===== config.mk =====
export PLATFORM = sky130hd
export DESIGN_NAME = cla_nibble_subtractor
export DESIGN_NICKNAME = d
export VERILOG_FILES = /design/src/rtl/cla_nibble_subtractor.sv
export SDC_FILE = /design/constraint.sdc
export NUM_CORES = 1
export LEC_CHECK = 0
export ABC_AREA = 1
export CAP_MARGIN = 20
export CORE_ASPECT_RATIO = 0.75
export CORE_MARGIN = 4
export CORE_UTILIZATION = 45
export CTS_CLUSTER_DIAMETER = 60
export DETAILED_ROUTE_END_ITERATION = 8
export GPL_TIMING_DRIVEN = 1
export PLACE_DENSITY = 0.72
export SLEW_MARGIN = 5
export SYNTH_ARGS = -nofsm -noshare
export SYNTH_HDL_FRONTEND = slang
export SYNTH_SLANG_ARGS = --single-unit

===== constraint.sdc =====
create_clock -name clk -period 4.1 [get_ports clk]
set_clock_uncertainty 0.15 [all_clocks]
set_input_delay 0.82 -clock clk [delete_from_list [all_inputs] [get_ports clk]]
set_output_delay 0.82 -clock clk [all_outputs]
set_load 0.01 [all_outputs]

===== src/rtl/cla_nibble_subtractor.sv =====
// Multi-cycle W-bit subtractor: one 4-bit carry-lookahead slice computes a + ~b + ~bin,
// one nibble per clock, LSB first, with the inter-nibble carry held in a register.
module cla_nibble_subtractor #(
  parameter int NIBBLES = 4
) (
  input  logic                 clk,
  input  logic                 rst_n,
  input  logic                 in_valid,
  output logic                 in_ready,
  input  logic [4*NIBBLES-1:0] a,
  input  logic [4*NIBBLES-1:0] b,
  input  logic                 bin,
  output logic                 out_valid,
  input  logic                 out_ready,
  output logic [4*NIBBLES-1:0] diff,
  output logic                 bout,
  output logic                 ovf
);

  localparam int W  = 4 * NIBBLES;
  localparam int KW = $clog2(NIBBLES + 1);

  typedef enum logic [1:0] {IDLE, RUN, DONE} state_t;

  state_t          state, state_nxt;
  logic [W-1:0]    a_q, b_q, part_q, part_nxt;
  logic            c_q;
  logic [KW-1:0]   k_q;
  logic            accept, last;
  logic [3:0]      x, y;
  logic [4:0]      slice;

  // Returns {c4, s[3:0]} for x + y + ci with all carries flattened (no ripple).
  function automatic logic [4:0] cla4(input logic [3:0] xv, input logic [3:0] yv,
                                      input logic ci);
    logic [3:0] g, p;
    logic [4:0] c;
    g    = xv & yv;
    p    = xv ^ yv;
    c[0] = ci;
    c[1] = g[0] | (p[0] & ci);
    c[2] = g[1] | (p[1] & g[0]) | (p[1] & p[0] & ci);
    c[3] = g[2] | (p[2] & g[1]) | (p[2] & p[1] & g[0]) | (p[2] & p[1] & p[0] & ci);
    c[4] = g[3] | (p[3] & g[2]) | (p[3] & p[2] & g[1]) | (p[3] & p[2] & p[1] & g[0])
         | (p[3] & p[2] & p[1] & p[0] & ci);
    return {c[4], p ^ c[3:0]};
  endfunction

  assign in_ready  = (state == IDLE);
  assign out_valid = (state == DONE);

  always_comb begin
    state_nxt = state;
    accept    = 1'b0;
    last      = 1'b0;
    case (state)
      IDLE: begin
        accept = in_valid;
        if (in_valid) state_nxt = RUN;
      end
      RUN: begin
        last = (k_q == KW'(NIBBLES - 1));
        if (last) state_nxt = DONE;
      end
      DONE: begin
        if (out_ready) state_nxt = IDLE;
      end
      default: state_nxt = IDLE;
    endcase
  end

  always_ff @(posedge clk or negedge rst_n) begin
    if (!rst_n) state <= IDLE;
    else        state <= state_nxt;
  end

  // Nibble select and partial-result merge for the current slice index k.
  always_comb begin
    x        = '0;
    y        = '0;
    part_nxt = part_q;
    for (int n = 0; n < NIBBLES; n++) begin
      if (k_q == KW'(n)) begin
        x = a_q[4*n +: 4];
        y = ~b_q[4*n +: 4];
      end
    end
    slice = cla4(x, y, c_q);
    for (int n = 0; n < NIBBLES; n++) begin
      if (k_q == KW'(n)) part_nxt[4*n +: 4] = slice[3:0];
    end
  end

  always_ff @(posedge clk or negedge rst_n) begin
    if (!rst_n) begin
      a_q    <= '0;
      b_q    <= '0;
      c_q    <= 1'b0;
      k_q    <= '0;
      part_q <= '0;
      diff   <= '0;
      bout   <= 1'b0;
      ovf    <= 1'b0;
    end else if (accept) begin
      a_q    <= a;
      b_q    <= b;
      c_q    <= ~bin;
      k_q    <= '0;
      part_q <= '0;
    end else if (state == RUN) begin
      part_q <= part_nxt;
      c_q    <= slice[4];
      k_q    <= k_q + KW'(1);
      if (last) begin
        diff <= part_nxt;
        bout <= ~slice[4];
        ovf  <= (a_q[W-1] != b_q[W-1]) && (part_nxt[W-1] != a_q[W-1]);
      end
    end
  end

endmodule

==> summary.md, run 1 <==
| Metric | Value |
|---|---|
| Largest net degree at the start of global routing | `40` |
| Worst path max stage delay | `0.44 ns` |
| Critical path type | `reg -> reg` |
| Fin crit share | `between 80% and 90%` |
| Clock Tree Buf Depth | `2` |
| Layout Nets | `488` |
| Vias per std cell | `4.991` |
| Routed Wire Length | `between 7000 and 8000 µm` |
| Reg2reg path depth | `13` |
| CP max FO | `14` |
| Minimum clock period | `3.378 ns` |
| P&R area growth vs syn | `23.08%` |
| CTS Buf Count | `9` |
| # hold bufs at CTS | `0` |
| Aggregate global-route resource usage | `19.04%` |
| Rows | `26` |
| Worst VDD drop | `between 0.3 and 0.4 mV` |
| Clock latency at the later pin of the worst-skew pair | `roughly 0.35 ns` |
| Pwr/cell area | `878.4 nW/µm²` |
| H-tree depth | `3` |
| Leakage power | `between 1.5 and 2 nW` |
| Max Clk Rate | `a little under 300 MHz` |
| Drt drc | `0` |
| Top Ports | `between 50 and 60` |
| Hold crit path type | `reg -> reg` |
| Final Max Slew Viols | `0` |
| Worst Path Required | `4.18 ns` |
| Rel. slew slack | `43.13%` |
| CP delay by family, top | `compound AO/OA/AOI/OAI gates` |
| Commonest non-fill, non-tap cell in the layout | `nand2_1` |
| DRT Pass-1 Iters | `5` |
| Clk sinks | `69` |
| Least-Margin Pin Slew | `0.8530 ns` |
| Most frequent cells in the layout | `nand2_1 (154), dfrtp_1 (69), clkdlybuf4s50_1 (55)` |
| Worst-path clk slew | `about 0.07 ns` |
| Post-DP HPWL | `5545 µm` |
| Die Width | `106.7 µm` |
| Synth Cell Area | `3286 µm²` |
| Status | `finished, final reports clean` |
| TritonCTS clock tree | `yes` |
| Number of buffers added on ports | `56` |
| Endpoint type of the worst setup path | `flip-flop` |
| Die Area | `between 8000 and 9000 µm²` |
| 1st-iter DRT viols | `184` |
| Starting Density | `47.20%` |
| Final setup fails | `0` |
| Setup TNS | `0 ns` |
| Number of antenna violations at the first check in global routing | `0` |
| DRT antenna net count | `0` |
| Sequential fraction of the synthesis area | `52.55%` |
| # Max-Cap Violations | `0` |
| Post-synthesis cell count | `388` |
| Buffer and inverter count on the worst path | `2` |
| # resized after CTS | `0` |
| RSZ-0062 raised after global routing | `no` |
| Syn_nets | `approximately 440` |
| Layout cell share with drive strength beyond 1 | `7.865%` |
| Die Y | `82 µm` |
| Flops & latches, synth | `69` |
| YS warnings | `0` |
| Ys async rst share | `100.0%` |
| Number of synthesized flops with an enable pin | `0` |
| Worst setup SP type | `flip-flop` |
| Slowest stage cell, crit path | `xnor2_1` |
| Arrival time worst endpoint | `approximately 3.5 ns` |
| Vias in the first global route | `2658` |
| Hold path cells | `2` |
| Core ar. | `6962 µm²` |
| Final Util | `58.09%` |
| Fin. Hold Viols | `0` |
| DR WL/cell | `14.19 µm` |
| Unique masters post-synth | `34` |
| Syn avg cell area | `about 8.5 µm²` |
| Number of antenna diodes | `0` |
| Setup bufs post-CTS | `0` |
| Total number of vias | `2710` |
| WP depth | `13` |
| Gr ovfl total | `0` |
| Final Wtd Congestion | `0.8355` |
| First-pass GRT wire length | `12770 µm` |
| Top_reg_cell synth | `dfrtp_1` |
| Crit path cell chain | `inv_1, ha_1, nand2_1, inv_1, a221oi_1, o21ai_0, ha_1, nand2_1, nand3_1, xnor2_1, nand2_1, o21ai_0, o21ai_0` |
| CTS Root Cell | `clkbuf_8` |
## kinds of logic (layout without fill, tap and decap cells)
logic type / Yosys count / after routing / share of synthesized area, %
fa+ha+maj: 10 / 10 / 4.037
buf+inv: 48 / 105 / 6.664
compound gates: 71 / 71 / 12.19
flops: 69 / 69 / 52.55
simple gates: 188 / 188 / 24.03
xor+xnor: 2 / 2 / 0.5332
## where the power goes
part           switching (mW)  internal [mW]
sequential              0.184          0.998
clock                   0.241          0.231
combinational            1.19          0.712
total                    1.61           1.94
## through the flow
step                area (µm²)  hold WS (ns)  std cells  power [mW]  worst slack, ns
floorplan                 3286        0.2936        388       2.502            1.371
global placement          3885        0.3035        528       3.003           0.9394
detailed placement        3885        0.3153        528       3.075           0.7877
CTS                       4044        0.3321        543       3.563           0.7793
global route              4044        0.3486        543       3.890           0.3876
finish                    4044        0.3266        543       3.552           0.7218
## cell usage after synthesis, types with 2 or more instances
library cell  count  area share (%)
o21ai_0          30             4.6
buf_4             5             1.1
nor2_4            3             1.0
a21oi_1           4            0.61
clkbuf_1          4            0.46
inv_2             6            0.69
nand3_1          15             2.3
o21ai_2           3            0.80
a221oi_1          2            0.53
o21ai_1          15             2.3
inv_4             2            0.38
o22ai_1          13             2.5
nand2_2           2            0.38
ha_1              9             3.4
nand2_1         154              18
xnor2_1           2            0.53
dfrtp_1          69              53
inv_1            24             2.7
buf_2             6            0.91
nor2_1            6            0.69
## layer usage
metal	vias up	GRT usage [%]	wire length, µm
li1	1345	-	-
met1	1270	25.88	3601
met2	83	28.89	3399
met3	12	5.577	583
met4	0	7.535	119
met5	-	0	0
## final timing paths
check / to / start / slack [ns]
min in group asynchronous: diff[2] / rst_n / 0.41
min reg2reg: diff[13] / diff[13] / 0.33
max: part_q[6] / k_q[0] / 0.72
max in group asynchronous: a_q[8] / rst_n / 2.36
max reg2reg: part_q[6] / k_q[0] / 0.72
min: diff[13] / diff[13] / 0.33
## area by class of cell
type                            instances  area, µm²
Clock buffer                           13      148.9
Clock inverter                          2      10.01
Fill cell                             654       2918
Inverter                               32      125.1
Multi-Input combinational cell        271       1340
Sequential cell                        69       1727
Tap cell                               98      122.6
Timing Repair Buffer                   58      570.5
## registers in the layout, indices dropped and copies added, names as in the netlist
signal / count
diff: 16
state: 2
c_q: 1
k_q: 3
part_q: 13
ovf: 1
bout: 1
b_q: 16
a_q: 16
## tightest hold or removal path, stage by stage (launching register included)
cell     delay, ns
dfrtp_1       0.35
nand2_1       0.05
nand2_1       0.05
Note: power is estimated with default switching activity, not from simulation.
==> run 2, diff against run 1 <==
Settings changed: PLACE_DENSITY 0.72 to 0.74.
Clock period 4.1 ns to 3.1 ns, I/O delays scaled along.
==> summary.md, run 2 (synthesis results as in run 1) <==
| Metric | Value |
|---|---|
| Status | `finished, final reports clean` |
| RSZ-0062 raised after global routing | `no` |
| Crit path capture | `part_q[3]` |
| Setup bufs post-CTS | `0` |
| Starting Density | `47.20%` |
| Rel. slew slack | `between 50 and 60%` |
| Minimum clock period | `2.892 ns` |
| Worst path max stage delay | `0.43 ns` |
| Endpoint type of the worst setup path | `flip-flop` |
| Layout cell share with drive strength beyond 1 | `9.375%` |
| Crit path cell chain | `inv_1, ha_1, nand2_2, nor3_1, nor2_1, a21oi_1, nor2_1, a21oi_1, ha_1, or2_0, nand2_1, nand2_1, nand2_1, nand3_1, o21ai_0, o21ai_0` |
| Die Width | `106.7 µm` |
| Clock Tree Buf Depth | `2` |
| Final setup fails | `0` |
| H-tree depth | `3` |
| Core ar. | `6962 µm²` |
| Fillers | `around 640` |
| Reg2reg path depth | `16` |
| Arrival time worst endpoint | `between 2 and 3 ns` |
| Clk sinks | `69` |
| Top Ports | `between 50 and 60` |
| Vias in the first global route | `2701` |
| Drt drc | `0` |
| DRT antenna net count | `0` |
| Gr ovfl total | `0` |
| Commonest non-fill, non-tap cell in the layout | `nand2_1` |
| RR Endpoint | `part_q[3]` |
| Fin crit share | `93.30%` |
| Fin. Hold Viols | `0` |
| Leakage power | `roughly 2.0 nW` |
| Max Clk Rate | `roughly 350 MHz` |
| # hold bufs at CTS | `0` |
| Critical path type | `reg -> reg` |
| Pwr/cell area | `1192 nW/µm²` |
| # Max-Cap Violations | `0` |
| CTS Root Cell | `clkbuf_8` |
| Die Y | `82 µm` |
| Number of antenna violations at the first check in global routing | `0` |
| Setup crit start | `k_q[0]` |
| Largest regs | `a_q x16, b_q x16, diff x16` |
| Flop2flop setup slack | `a little over 0.2 ns` |
| Most frequent cells in the layout | `nand2_1 (154), dfrtp_1 (69), clkdlybuf4s50_1 (55)` |
| CTS Buf Count | `9` |
| # resized after CTS | `0` |
| DRT Pass-1 Iters | `6` |
| Layout Nets | `490` |
| Cell mode on critical path | `nand2_1` |
| Total Power | `4.928 mW` |
| Final Wtd Congestion | `0.8711` |
| FF-to-FF Start | `k_q[0]` |
| Final Util | `59.38%` |
| Worst setup SP type | `flip-flop` |
| 1st-iter DRT viols | `145` |
| Worst VDD drop | `approximately 0.52 mV` |
| Vias per std cell | `5.000` |
| Setup TNS | `0 ns` |
| P&R area growth vs syn | `25.82%` |
| Hold crit path type | `in -> async` |
| Die Area | `~8700 µm²` |
| Least-Margin Pin Slew | `0.7125 ns` |
| TritonCTS clock tree | `yes` |
| Number of buffers added on ports | `between 50 and 60` |
| Worst-path clk slew | `0.07 ns` |
| Number of antenna diodes | `0` |
| Placed insts | `530` |
| DR WL/cell | `13.97 µm` |
| Aggregate global-route resource usage | `19.47%` |
| Worst Path Required | `3.17 ns` |
| Clock latency at the later pin of the worst-skew pair | `between 0.3 and 0.4 ns` |
| Post-DP HPWL | `5584 µm` |
| Final Max Slew Viols | `0` |
| Rows | `26` |
| Slowest stage cell, crit path | `dfrtp_1` |
| Fin cells | `546` |
| CP max FO | `7` |
| First-pass GRT wire length | `approximately 13000 µm` |
| Total number of vias | `2730` |
| Routed Wire Length | `7630 µm` |
| Largest net degree at the start of global routing | `40` |
## run 2: layout make-up
class / instances / area (µm²) / area share [%]
Sequential cell: 69 / 1727 / 41.77
Multi-Input combinational cell: 271 / 1345 / 32.54
Timing Repair Buffer: 60 / 598.1 / 14.47
Clock buffer: 13 / 168.9 / 4.086
Inverter: 32 / 130.1 / 3.148
Tap cell: 98 / 122.6 / 2.966
Clock inverter: 3 / 42.54 / 1.029
## run 2: worst min path at each step
stage	start	end	slack, ns	depth (start not counted)
after floorplan	rst_n	a_q[0]	0.17	0
after global placement	diff[12]	diff[12]	0.30	2
after detailed placement	diff[12]	diff[12]	0.31	2
after CTS	rst_n	diff[14]	0.18	1
after global routing	rst_n	diff[2]	0.21	1
final	rst_n	diff[2]	0.17	1
## run 2: routing by layer
layer | track usage, % | wire [µm] | part of all wire [%] | vias up
met1 | 26.34 | 3586 | 47 | 1262
met5 | 0 | 0 | 0 | -
met3 | 6.520 | 618 | 8.1 | 14
li1 | - | - | - | 1355
met4 | 8.429 | 164 | 2.1 | 0
met2 | 28.71 | 3261 | 43 | 99
## run 2: report_power, final
| group | leakage, nW | internal, mW | switching [mW] |
|---|---|---|---|
| clock network | 0.106 | 0.436 | 0.331 |
| logic | 1.05 | 1.02 | 1.58 |
| registers | 0.867 | 1.32 | 0.242 |
| total | 2.02 | 2.77 | 2.16 |
## run 2: metrics by stage
step / instance area [µm²] / worst slack [ns] / hold slack, ns
finish: 4134 / 0.2077 / 0.1678
global route: 4134 / 0.02462 / 0.2110
CTS: 4124 / 0.01665 / 0.1838
detailed placement: 3913 / 0.03171 / 0.3087
global placement: 3913 / 0.07275 / 0.3046
floorplan: 3286 / 0.3709 / 0.1744
## run 2: worst max-delay path: cells and delay by family (launching register included)
kind,cells,cell delay [ns]
and+or+nand+nor,9,1.12
AOI/OAI and AO/OA,4,0.52
adders and majority gates,2,0.44
DFF,1,0.43
buffers and inverters,1,0.11
